## src/rtl/imem_line_server.sv

```systemverilog
// rtl/imem_line_server.sv - instruction-cache line refill server over a word-wide memory
// Fetches one line as consecutive word beats and returns it with an out-of-range flag.
module imem_line_server #(
  parameter int          LINE_BITS = 128,
  parameter int          ADDR_W    = 20,
  parameter int          WORD_W    = 32,
  parameter logic [31:0] MEM_BYTES = 32'h0004_0000
) (
  input  logic                 clk,
  input  logic                 rst_n,
  input  logic                 req_valid,
  output logic                 req_ready,
  input  logic [ADDR_W-1:0]    req_addr,
  output logic                 resp_valid,
  input  logic                 resp_ready,
  output logic [LINE_BITS-1:0] resp_line,
  output logic                 resp_err,
  output logic                 mem_rd,
  output logic [ADDR_W-3:0]    mem_addr,
  input  logic [WORD_W-1:0]    mem_rdata
);

  localparam int         BEATS     = LINE_BITS / WORD_W;
  localparam logic [1:0] LAST_BEAT = 2'(BEATS - 1);

  typedef enum logic [1:0] {IDLE, READ, DRAIN, RESP} state_t;

  state_t              state, state_nxt;
  logic [ADDR_W-5:0]   base;
  logic [1:0]          beat;
  logic                cap_valid;
  logic [1:0]          cap_slot;
  logic [LINE_BITS-1:0] line_q;
  logic                err_q;
  logic                accept;
  logic                in_range;
  logic [32:0]         line_end;
  logic                unused_low;

  assign unused_low = ^req_addr[3:0];

  // Compared one bit wider so a line at the top of the address space cannot wrap.
  always_comb begin
    line_end = 33'({req_addr[ADDR_W-1:4], 4'h0}) + 33'd16;
    in_range = (line_end <= {1'b0, MEM_BYTES});
    accept   = req_valid && (state == IDLE);
  end

  always_ff @(posedge clk or negedge rst_n) begin
    if (!rst_n) state <= IDLE;
    else        state <= state_nxt;
  end

  always_comb begin
    state_nxt = state;
    case (state)
      IDLE:    if (accept) state_nxt = in_range ? READ : RESP;
      READ:    if (beat == LAST_BEAT) state_nxt = DRAIN;
      DRAIN:   state_nxt = RESP;
      RESP:    if (resp_ready) state_nxt = IDLE;
      default: state_nxt = IDLE;
    endcase
  end

  always_comb begin
    req_ready  = (state == IDLE);
    mem_rd     = (state == READ);
    resp_valid = (state == RESP);
    mem_addr   = {base, beat};
    resp_line  = line_q;
    resp_err   = err_q;
  end

  // Read data trails its strobe by one cycle; cap_* remember which slot it belongs to.
  always_ff @(posedge clk or negedge rst_n) begin
    if (!rst_n) begin
      base      <= '0;
      beat      <= '0;
      cap_valid <= 1'b0;
      cap_slot  <= '0;
      line_q    <= '0;
      err_q     <= 1'b0;
    end else begin
      cap_valid <= (state == READ);
      cap_slot  <= beat;
      if (accept) begin
        base   <= req_addr[ADDR_W-1:4];
        beat   <= '0;
        line_q <= '0;
        err_q  <= !in_range;
      end else begin
        if (state == READ && beat != LAST_BEAT) beat <= beat + 2'd1;
        if (cap_valid) line_q[int'(cap_slot)*WORD_W +: WORD_W] <= mem_rdata;
      end
    end
  end

endmodule

```

## config.mk

```make
export PLATFORM = sky130hd
export DESIGN_NAME = imem_line_server
export DESIGN_NICKNAME = d
export VERILOG_FILES = /design/src/rtl/imem_line_server.sv
export SDC_FILE = /design/constraint.sdc
export NUM_CORES = 1
export LEC_CHECK = 0
export ABC_AREA = 1
export BUFFER_PORTS_ARGS = -buffer_cell sky130_fd_sc_hd__buf_2
export CORE_ASPECT_RATIO = 1.25
export CORE_MARGIN = 10
export CORE_UTILIZATION = 55
export DETAILED_ROUTE_END_ITERATION = 10
export GPL_TIMING_DRIVEN = 0
export PLACE_DENSITY = 0.85
export SYNTH_ARGS = -nofsm -noshare
export SYNTH_HDL_FRONTEND = slang
export SYNTH_SLANG_ARGS = --single-unit
```

## constraint.sdc

```tcl
create_clock -name clk -period 4.65 [get_ports clk]
set_input_delay 0.2325 -clock clk [delete_from_list [all_inputs] [get_ports clk]]
set_output_delay 0.2325 -clock clk [all_outputs]
set_load 0.01 [all_outputs]
```

### Word level (Yosys, flattened, before mapping)

Cells that the tools add are included.

* eq/ne operators: 8
* order comparisons: 1
* reduce and logical (&&, ||, !) cells: 7
* muxes and demuxes: 10
* shift operators: 2
* $add $sub $neg: 3

Operators with widths (number)
* 128-bit two-way mux: 2
* 128-bit bitwise mux: 1
* 32-bit by 33-bit variable shift with 128-bit output (first input constant): 1
* 32-bit by 33-bit variable part select with 128-bit output: 1
* 7-bit negation with 33-bit output: 1
* 20-bit by 5-bit adder with 21-bit output (second input constant): 1
* 21-bit by 19-bit less-or-equal comparator with 1-bit output (second input constant): 1
* 2-bit two-way mux: 6
* 2-bit case mux with 4 select lines: 1
* 2-bit == test (second input constant): 3
* 2-bit by 1-bit != test with 1-bit output (second input constant): 3
* 2-bit nonzero test: 2
* 3-bit AND reduction: 1
* 2-bit by 1-bit adder with 2-bit output (second input constant): 1
* 2-bit by 1-bit == test with 1-bit output (second input constant): 1
* 1-bit logical AND: 2
* 2-bit zero test: 1
* 2-bit != test (second input constant): 1
* 1-bit zero test: 1

* bits in registers: 152
* input bits: 56
* word-level logic and storage cells: 38
* output and inout port bits: 150

### Longest topological paths before layout

Gate-level depths: netlist of run 1.

* word-level depth: 5
* mapped depth: 9

### Worst setup path after synthesis of run 1

No wires, ideal clock.

* path type: reg2reg
* start point: register cap_slot[0]
* end point: register line_q[68] (netlist: resp_line[68])
* path buffers: 2
* slack: 2946 ps
* setup time: 92 ps
* cell stages (with the launch flop): 9
* arrival: 1612 ps
* path through: dfrtp_1 buf_4 inv_1 ha_1 inv_2 nor2_1 nand4_2 buf_4 o31ai_2

* cells in the longest elaborated chain, start to end: 5
* elaborated cells between the ends (all ways): 6

RTL lines
* start: declaration: RTL line 32 `logic [1:0] cap_slot;`
* start signal: assignment: RTL line 85 `cap_slot <= beat;`
* 7-bit negation with 33-bit output (*): RTL line 93 `if (cap_valid) line_q[int'(cap_slot)*WORD_W +: WORD_W] <= mem_rdata;`
* 32-bit by 33-bit variable part select with 128-bit output / 32-bit by 33-bit variable shift with 128-bit output (equally long branches): RTL line 93
* 128-bit bitwise mux (*): RTL line 93
* 128-bit two-way mux (*): RTL line 93
* 128-bit two-way mux (*): RTL line 86 `if (accept) begin`
* end signal: indexed assignment: RTL line 93
* end: declaration: RTL line 33 `logic [LINE_BITS-1:0] line_q;`

Every way passes the cells marked *; elsewhere a longest branch is shown, timed or not. The select of a mux whose other input is x is not followed.
A chain may end at the register's enable or synchronous reset.

### Worst setup path in the final report of run 1

* start point: register cap_slot[0]
* end point: register line_q[93] (netlist: resp_line[93])

The elaborated chain is that of the path after synthesis.

==> metrics, run 1 <==
status complete, no violations; power per cell area 598 nW/µm²; Final Hold Viols 0; Worst-path clk slew 0.06 ns; Critical Path Source Type register; top_reg_cell synth dfrtp_1; root buf cell clkbuf_16; initial antenna violation count 0; Die H 143 µm; worst r2r src cap_slot[0]; RSZ-0062 raised after global routing false; setup_tns 0 ns; Core Area 11700 µm²; VDD IR max 356 µV; RR Endpoint resp_line[93]; # clock sinks 152; DRC viols 0; Min-Delay Path Class primary input to register; CP Class register to register; global-route usage over all layers 0.246; H-tree Lvls 4; CP max stage delay 0.45 ns; critical path arrival 2.42 ns; Synth top area share 0.571; YS warnings 0; Post-synth EDFFs 0; Via density 5.46; RePlAce Congestion 0.892; pin count of the biggest net entering global routing 89; drt pass-1 iters 5; max-cap violation count 0; HP Start req_addr[7]; headroom to the max-slew limit 0.469; Final nets 1040; Initial DRC Count 476; Syn Inst Count 753; worst reg-to-reg setup slack 2.55 ns; clock skew 0.0118 ns; DP HPWL 15.8 mm; Port Buffers 201; hold depth 3; Hold EP base[3]; CP Capture Type register; Initial Util 0.568; fillcell total 966; met1 usage 0.293; GR Layer Usage met3 0.0746; GRT busiest layer met2; met2 usage 0.403; Reg2Reg Depth 8; Synth Register Bits 152; die width 118 µm; Mapped Nets 818; number of global-route vias before repair 6336; Avg Inst Size Synth 8.84 µm²; Slew @ Worst Pin 0.796 ns; Seq/Total Area, Yosys 0.571; Area Overhead vs Synth 27.2%; global-route wire length before repair 33.3 mm; FP Rows 44; cell taking the most area after synthesis dfrtp_1; Avg WL per Cell 18.2 µm; Final min period 2.10 ns; Pins Over Slew Limit 0; CP max-delay cell ha_1; crit-path cells buf_4, inv_1, ha_1, inv_2, nor2_1, nand4_2, clkbuf_1, o21ai_0; I/O pin cnt 206; register area 3800 µm²; asr flop ratio synth 1.00; Clock Latency Late Sink 0.42 ns; Remaining Overflow, GRT 0; share of cells above drive strength 1 0.286; TritonCTS clock tree yes; most frequent cell after synthesis nand2_1; library cells used by synthesis 23; CTS buffer count 17; Synth top cells by count 233 x nand2_1, 152 x dfrtp_1, 147 x nand3_1; final wirelength 20.9 mm; critical path fanouts, max 10; final setup violation count 0; final antenna-violating net count 0; Highest Clock Rate 0.477 GHz; Final period util 0.451; vias 6273; synth top area cells dfrtp_1 57%, nand2_1 13%, nand3_1 11%; Leak 0.00495 µW; Die Area 16900 µm²; Ant. Diodes 0; Critical Path RT 4.97 ns; Hold WS 0.0270 ns; CTS Buffer Depth 2; Multi-input gate area 2420 µm²; synthesized area 6660 µm²
-- what timing repair did --
item	4_1_cts	5_1_grt
hold buffers	1	0
gates resized for setup	0	0
buffers inserted	0	0
hold endpoints to repair	87	0
-- worst max path at each step --
stage / slack (ns) / start / to / cells past startpoint
floorplan: 2.95 / cap_slot[0] / resp_line[68] / 8
global placement: 1.16 / rst_n / base[12] / 1
detailed placement: 2.56 / cap_slot[0] / resp_line[93] / 8
CTS: 2.57 / cap_slot[0] / resp_line[93] / 8
global route: 2.38 / cap_slot[0] / resp_line[93] / 8
finish: 2.55 / cap_slot[0] / resp_line[93] / 8
-- critical path, delay by kind of cell (launching register included) --
kind / cells / cell delay (ns)
buf+inv: 4 / 0.62
fa+ha+maj: 1 / 0.45
flops: 1 / 0.38
simple gates: 2 / 0.33
compound gates: 1 / 0.24
-- cell type report --
class | count | area share
plain buffers | 50 | 0.0285
clock buffers | 21 | 0.0544
clock inverters | 11 | 0.0117
inverters | 52 | 0.0230
multi-input cells | 499 | 0.286
flip-flops and latches | 152 | 0.449
well taps | 161 | 0.0238
repair buffers | 203 | 0.124
-- sequential cells by signal (all words and copies together) (netlist names) --
name       flops
cap_slot       2
resp_line    128
base          16
state          2
cap_valid      1
resp_err       1
beat           2
-- metrics by stage --
| step | cell area, µm² | util | worst slack (ns) | total power (µW) | std cells |
|---|---|---|---|---|---|
| 2_1_floorplan | 6660 | - | 2.95 | 2990 | 753 |
| 3_3_place_gp | 7870 | 0.671 | 1.16 | 3720 | 1115 |
| 3_5_place_dp | 7900 | 0.674 | 2.56 | 3770 | 1116 |
| 4_1_cts | 8470 | 0.722 | 2.57 | 5080 | 1149 |
| 5_1_grt | 8470 | 0.722 | 2.38 | 5390 | 1149 |
| 6_report | 8470 | 0.722 | 2.55 | 5060 | 1149 |
-- per-layer routing --
| layer | vias up | share of wire | wire [µm] |
|---|---|---|---|
| met5 | - | 0 | 0 |
| met4 | 0 | 0.038 | 805 |
| met3 | 57 | 0.086 | 1810 |
| met2 | 283 | 0.49 | 10200 |
| met1 | 3005 | 0.39 | 8160 |
| li1 | 2928 | - | - |
-- cell usage in the layout (no fill, tap or decap), types with 2 or more instances in the layout --
cell        netlist  layout
nand4_1           8       8
buf_4             6       6
nor2_1           15      15
nand3_1         147     147
nand2_2           2       2
o31ai_2           8       8
clkbuf_1         17      19
inv_1            49      49
nand4_2           2       2
buf_2            25     225
clkbuf_16         0      17
o31ai_1          19      19
ha_1              9       9
dfrtp_1         152     152
clkinv_2          0       3
o21ai_0          49      49
nor2_2            2       2
clkbuf_8          0       2
buf_1             2       2
inv_2             3       3
clkinvlp_4        0       6
nand2_1         233     233
-- where the power goes --
| group | leakage, µW | internal, µW | switching (µW) | total (µW) |
|---|---|---|---|---|
| combinational | 0.00262 | 620 | 1270 | 1890 |
| clock | 0.000258 | 763 | 539 | 1300 |
| sequential | 0.00207 | 1670 | 205 | 1870 |
-- kinds of logic after synthesis --
family | share of synthesized area
compound gates | 0.0753
simple gates | 0.271
flops | 0.571
buf+inv | 0.0656
fa+ha+maj | 0.0169
Power figures use the tool's default switching activity.
==> run 2, diff against run 1 <==
CORE_UTILIZATION = 51   (was 55)
PLACE_DENSITY = 0.8   (was 0.85)
clock period = 2.2 ns   (was 4.65 ns; I/O delays follow)
==> metrics, run 2 (synthesis gave the netlist of run 1 again) <==
headroom to the max-slew limit 0.558 (+0.0885); number of flip-flops in the largest register 128 (unchanged); Initial Util 0.524 (-0.0444); CTS Buffer Depth 2 (unchanged); Via density 5.39 (-1.3%); Critical Path Source Type register; number of global-route vias before repair 6431 (+1.5%); Remaining Overflow, GRT 0 (unchanged); hold depth 3 (unchanged); H-tree Lvls 4 (unchanged); Hold EP resp_line[124]; worst reg-to-reg setup slack 0.18 ns (-2.37 ns); final wirelength 22.3 mm (+6.6%); Reg2Reg Depth 8 (unchanged); RR Endpoint resp_line[70]; HP Start mem_rdata[28]; I/O pin cnt 206 (unchanged); Post-CTS Setup Bufs 0 (unchanged); commonest cells after routing, fill and taps aside 233 x nand2_1, 225 x buf_2, 152 x dfrtp_1; Final nets 1073 (+3.2%); Initial DRC Count 741 (+56%); global-route usage over all layers 0.247 (+0.000725); Slew @ Worst Pin 0.663 ns (-0.133 ns); Final period util 0.918 (+0.467); share of cells above drive strength 1 0.278 (-0.00828); final setup violation count 0 (unchanged); initial antenna violation count 1 (+1); Final Util 0.700 (-0.0225); critical path fanouts, max 10 (unchanged); Final min period 2.02 ns (-0.0754 ns); DP HPWL 16.1 mm (+1.6%); max-cap violation count 0 (unchanged); worst r2r src cap_slot[0]; Leak 0.00514 µW (+3.7%); global-route wire length before repair 34.9 mm (+4.9%); vias 6413 (+2.2%); critical path arrival 2.35 ns (-0.07 ns); Die H 148 µm (+3.3%); CP Class register to register; Core Area 12700 µm² (+8.5%); root buf cell clkbuf_16; fillcell total 1005 (+4.0%); crit path from cap_slot[0]; FP Rows 46 (+4.5%); CTS buffer count 17 (unchanged); RSZ-0062 raised after global routing false; Layout Cells excl Fill 1190 (+3.6%); Highest Clock Rate 0.495 GHz (+3.7%); DRC viols 0 (unchanged); status complete, no violations; Critical Path RT 2.53 ns (-2.44 ns); RePlAce Congestion 0.847 (-5.1%); Pins Over Slew Limit 0 (unchanged); pin count of the biggest net entering global routing 84 (-5.6%); # clock sinks 152 (unchanged); die width 122 µm (+3.2%); Final Hold Viols 0 (unchanged); Avg WL per Cell 18.8 µm (+3.0%); drt pass-1 iters 6 (+1); Worst-path clk slew 0.06 ns (about the same); CP Capture Type register; clock skew 0.00894 ns (-0.00284 ns); Min-Delay Path Class primary input to register; Clock Latency Late Sink 0.42 ns (about the same); Die Area 18100 µm² (+6.6%); power per cell area 1270 nW/µm² (+110%); VDD IR max 787 µV (+120%); TritonCTS clock tree yes; Port Buffers 201 (unchanged); final antenna-violating net count 0 (unchanged); Inst Count DP 1123 (+0.63%); commonest non-fill, non-tap cell in the layout nand2_1; Area Overhead vs Synth 33.7%
[run 2: stage by stage]
stage | setup WS (ns) | total power (µW) | cell area, µm² | hold WS (ns) | TNS, ns
3_3_place_gp | -1.20 | 7890 | 7880 | 0.320 | -181.11
3_5_place_dp | 0.157 | 8000 | 7910 | 0.154 | 0
6_report | 0.180 | 11300 | 8900 | 0.00652 | 0
2_1_floorplan | 0.496 | 6320 | 6660 | -0.186 | 0
5_1_grt | 0.0247 | 11900 | 8900 | 0.0194 | 0
4_1_cts | 0.135 | 11300 | 8890 | 0.00665 | 0
[run 2: cell type report]
| class | instances | area [µm²] | area share |
|---|---|---|---|
| clock buffer | 21 | 450 | 0.0506 |
| clock inverter | 11 | 195 | 0.0219 |
| buffer | 50 | 243 | 0.0273 |
| inverter | 52 | 195 | 0.0219 |
| tap | 168 | 210 | 0.0236 |
| timing repair buffer | 236 | 1380 | 0.155 |
| antenna | 1 | 2.50 | 0.000281 |
| sequential | 152 | 3800 | 0.427 |
| multi-input combinational | 499 | 2420 | 0.272 |
[run 2: how the worst max path moves through the flow]
stage	endpoint	slack [ns]
after floorplan	resp_line[68]	0.50
after global placement	base[11]	-1.20
after detailed placement	resp_line[93]	0.16
after CTS	resp_line[70]	0.14
after global routing	resp_line[70]	0.02
final	resp_line[70]	0.18
[run 2: layer usage]
layer  part of all wire  GRT usage  wire length [µm]  up-vias
met2               0.51      0.417             11400      311
met5                  0          0                 0        -
met4              0.027     0.0950               606        0
met1               0.37      0.285              8260     3072
met3              0.095     0.0739              2110       41
li1                   -          -                 -     2989
[run 2: worst max-delay path: stages (launching register included)]
cell and delay, ns:
dfrtp_1 0.38, buf_4 0.18, inv_1 0.10, ha_2 0.42
inv_2 0.05, nor2_1 0.11, nand4_2 0.21, clkbuf_1 0.28
o21ai_0 0.21
[run 2: report_power, final]
part	switching (µW)	internal, µW	total, µW
logic	2750	1360	4110
registers	439	3520	3960
clock network	1160	2050	3210
[run 2: what timing repair did]
item / in CTS / in global routing
gates resized for setup: 0 / 3
hold endpoints to repair: 106 / 0
hold buffers: 34 / 0
endpoints found under the setup margin: 0 / 7
==> run 3, diff against run 2 <==
--- a/config.mk
+++ b/config.mk
@@ -14,4 +14,5 @@
 export GPL_TIMING_DRIVEN = 0
 export PLACE_DENSITY = 0.8
+export RECOVER_POWER = 100
 export SYNTH_ARGS = -nofsm -noshare
 export SYNTH_HDL_FRONTEND = slang
==> constraint.sdc (replaced) <==
create_clock -name clk -period 2.2 [get_ports clk]
set_input_delay 0.11 -clock clk [delete_from_list [all_inputs] [get_ports clk]]
set_output_delay 0.11 -clock clk [all_outputs]
set_load 0.02 [all_outputs]
==> metrics, run 3 (synthesis gave the netlist of run 1 again) <==
global-route usage over all layers 0.247 (unchanged); Final Util 0.680 (-0.0194); number of flip-flops in the largest register 128 (unchanged); Core Area 12700 µm² (unchanged); Initial Util 0.524 (unchanged); count of buffer and inverter cells on the critical path 4 (unchanged); worst r2r src cap_slot[0]; commonest non-fill, non-tap cell in the layout nand2_1; Layout Cells excl Fill 1190 (unchanged); max-cap violation count 1 (+1); headroom to the max-slew limit -0.153 (-0.710); commonest cells after routing, fill and taps aside 233 x nand2_1, 174 x clkbuf_1, 152 x dfrtp_1; root buf cell clkbuf_16; status finished, violations left; CP max stage delay 0.40 ns (-0.02 ns); CP Capture Type register; Reg2Reg Depth 8 (unchanged); RSZ-0062 raised after global routing false; Post-CTS Setup Bufs 0 (unchanged); # clock sinks 152 (unchanged); Highest Clock Rate 0.489 GHz (-1.3%); RR Endpoint resp_line[94]; Initial DRC Count 721 (-2.7%); Top delay family on crit path buffers and inverters; Remaining Overflow, GRT 0 (unchanged); Final min period 2.05 ns (+0.0264 ns); critical path fanouts, max 10 (unchanged); CTS buffer count 17 (unchanged); hold depth 3 (unchanged); critical path arrival 2.37 ns (+0.02 ns); Critical Path Source Type register; Area Overhead vs Synth 30.0%; DRC viols 0 (unchanged); DP HPWL 16.1 mm (unchanged); dpl ws 0.157 ns (unchanged); final setup violation count 0 (unchanged); total chip power 11600 µW (+2.7%); Levels on crit path 8 (unchanged); drt pass-1 iters 5 (-1); number of global-route vias before repair 6431 (unchanged); global-route wire length before repair 34.9 mm (unchanged); Die H 148 µm (unchanged); worst reg-to-reg setup slack 0.15 ns (-0.03 ns); initial antenna violation count 1 (unchanged); Via density 5.41 (+0.37%); FP Rows 46 (unchanged); Setup WS post-layout 0.154 ns (-0.0264 ns); most used cell, CP inv_1; Die Area 18100 µm² (unchanged); VDD IR max 824 µV (+4.7%); Min-Delay Path Class primary input to register; CTS Buffer Depth 2 (unchanged); failing checks capacitance limit, slew limit; Worst-path clk slew 0.06 ns (about the same); Leak 0.00449 µW (-13%); fillcell total 1091 (+8.6%); Hold EP resp_line[30]; die width 122 µm (unchanged); TritonCTS clock tree yes; Clock Latency Late Sink 0.42 ns (about the same); Final nets 1073 (unchanged); CP Class register to register; CP max-delay cell ha_2; Slew @ Worst Pin 1.73 ns (+1.07 ns); share of cells above drive strength 1 0.119 (-0.159); H-tree Lvls 4 (unchanged); pin count of the biggest net entering global routing 84 (unchanged); clock skew 0.00917 ns (+0.000233 ns); RePlAce Congestion 0.847 (unchanged); crit-path cells buf_4, inv_1, ha_2, inv_1, nor2_1, nand4_2, buf_2, o31ai_1; vias 6437 (+0.37%); Avg WL per Cell 18.7 µm (-0.30%); I/O pin cnt 206 (unchanged); Final period util 0.930 (+0.0120); Pins Over Slew Limit 70 (+70); Port Buffers 201 (unchanged); Inst Count DP 1123 (unchanged); final wirelength 22.3 mm (-0.30%); power per cell area 1340 nW/µm² (+5.6%); Critical Path RT 2.52 ns (about the same); final antenna-violating net count 0 (unchanged); HP Start mem_rdata[30]; Final Hold Viols 0 (unchanged)
==> run 3: changes by cell type in the layout (fill, tap and decap cells not counted) <==
cell,delta
inv_2,-2
buf_16,-1
nor3_2,+1
buf_12,+1
o31ai_1,+5
clkbuf_2,+8
clkbuf_1,+155
buf_2,-159
inv_1,+2
buf_4,-3
nor3_4,-1
buf_6,-1
o31ai_2,-5
==> run 3: metrics by stage <==
step | area, µm² | hold WS (ns) | TNS [ns]
floorplan | 6660 | -0.186 | 0
global placement | 7880 | 0.320 | -181.11
detailed placement | 7910 | 0.154 | 0
CTS | 8890 | 0.00665 | 0
global route | 8650 | 0.0194 | 0
finish | 8650 | 0.00426 | 0
==> run 3: worst reg2reg max path, cell delays in order (launching register included) <==
cell and delay, ns:
dfrtp_1 0.37, buf_4 0.18, inv_1 0.10, ha_2 0.40, inv_1 0.07, nor2_1 0.12, nand4_2 0.22, buf_2 0.28
o31ai_1 0.23
==> run 3: area by class of cell <==
class | instances | area, µm² | area share
Inverter | 52 | 195 | 0.0226
Clock inverter | 11 | 195 | 0.0226
Clock buffer | 21 | 450 | 0.0520
Antenna cell | 1 | 2.50 | 0.000289
Sequential cell | 152 | 3800 | 0.439
Multi-Input combinational cell | 499 | 2390 | 0.276
Timing Repair Buffer | 236 | 1180 | 0.136
Buffer | 50 | 229 | 0.0265
Tap cell | 168 | 210 | 0.0243
==> run 3: worst max-delay path by stage <==
stage / from / endpoint / slack [ns]
after floorplan: cap_slot[0] / resp_line[68] / 0.50
final: cap_slot[0] / resp_line[94] / 0.15
after global routing: rst_n / resp_line[6] / 0.02
after CTS: cap_slot[0] / resp_line[70] / 0.14
after detailed placement: cap_slot[0] / resp_line[93] / 0.16
after global placement: rst_n / base[11] / -1.20
==> run 3: report_power, final <==
group	switching, µW	internal (µW)	total (µW)
Combinational	3270	1140	4400
Clock	1160	2050	3200
Sequential	454	3520	3970
Total	4880	6710	11600
==> run 3: what timing repair did <==
item                       4_1_cts  5_1_grt
resized for setup                0        3
hold buffers                    34        0
hold endpoints to repair       106        0
setup endpoints to repair        0        7
==> run 3: routing by layer <==
| layer | track usage | up-vias | share of wire |
|---|---|---|---|
| met5 | 0 | - | 0 |
| met4 | 0.0950 | 0 | 0.033 |
| met3 | 0.0739 | 49 | 0.095 |
| met2 | 0.417 | 313 | 0.50 |
| met1 | 0.285 | 3086 | 0.37 |
| li1 | - | 2989 | - |
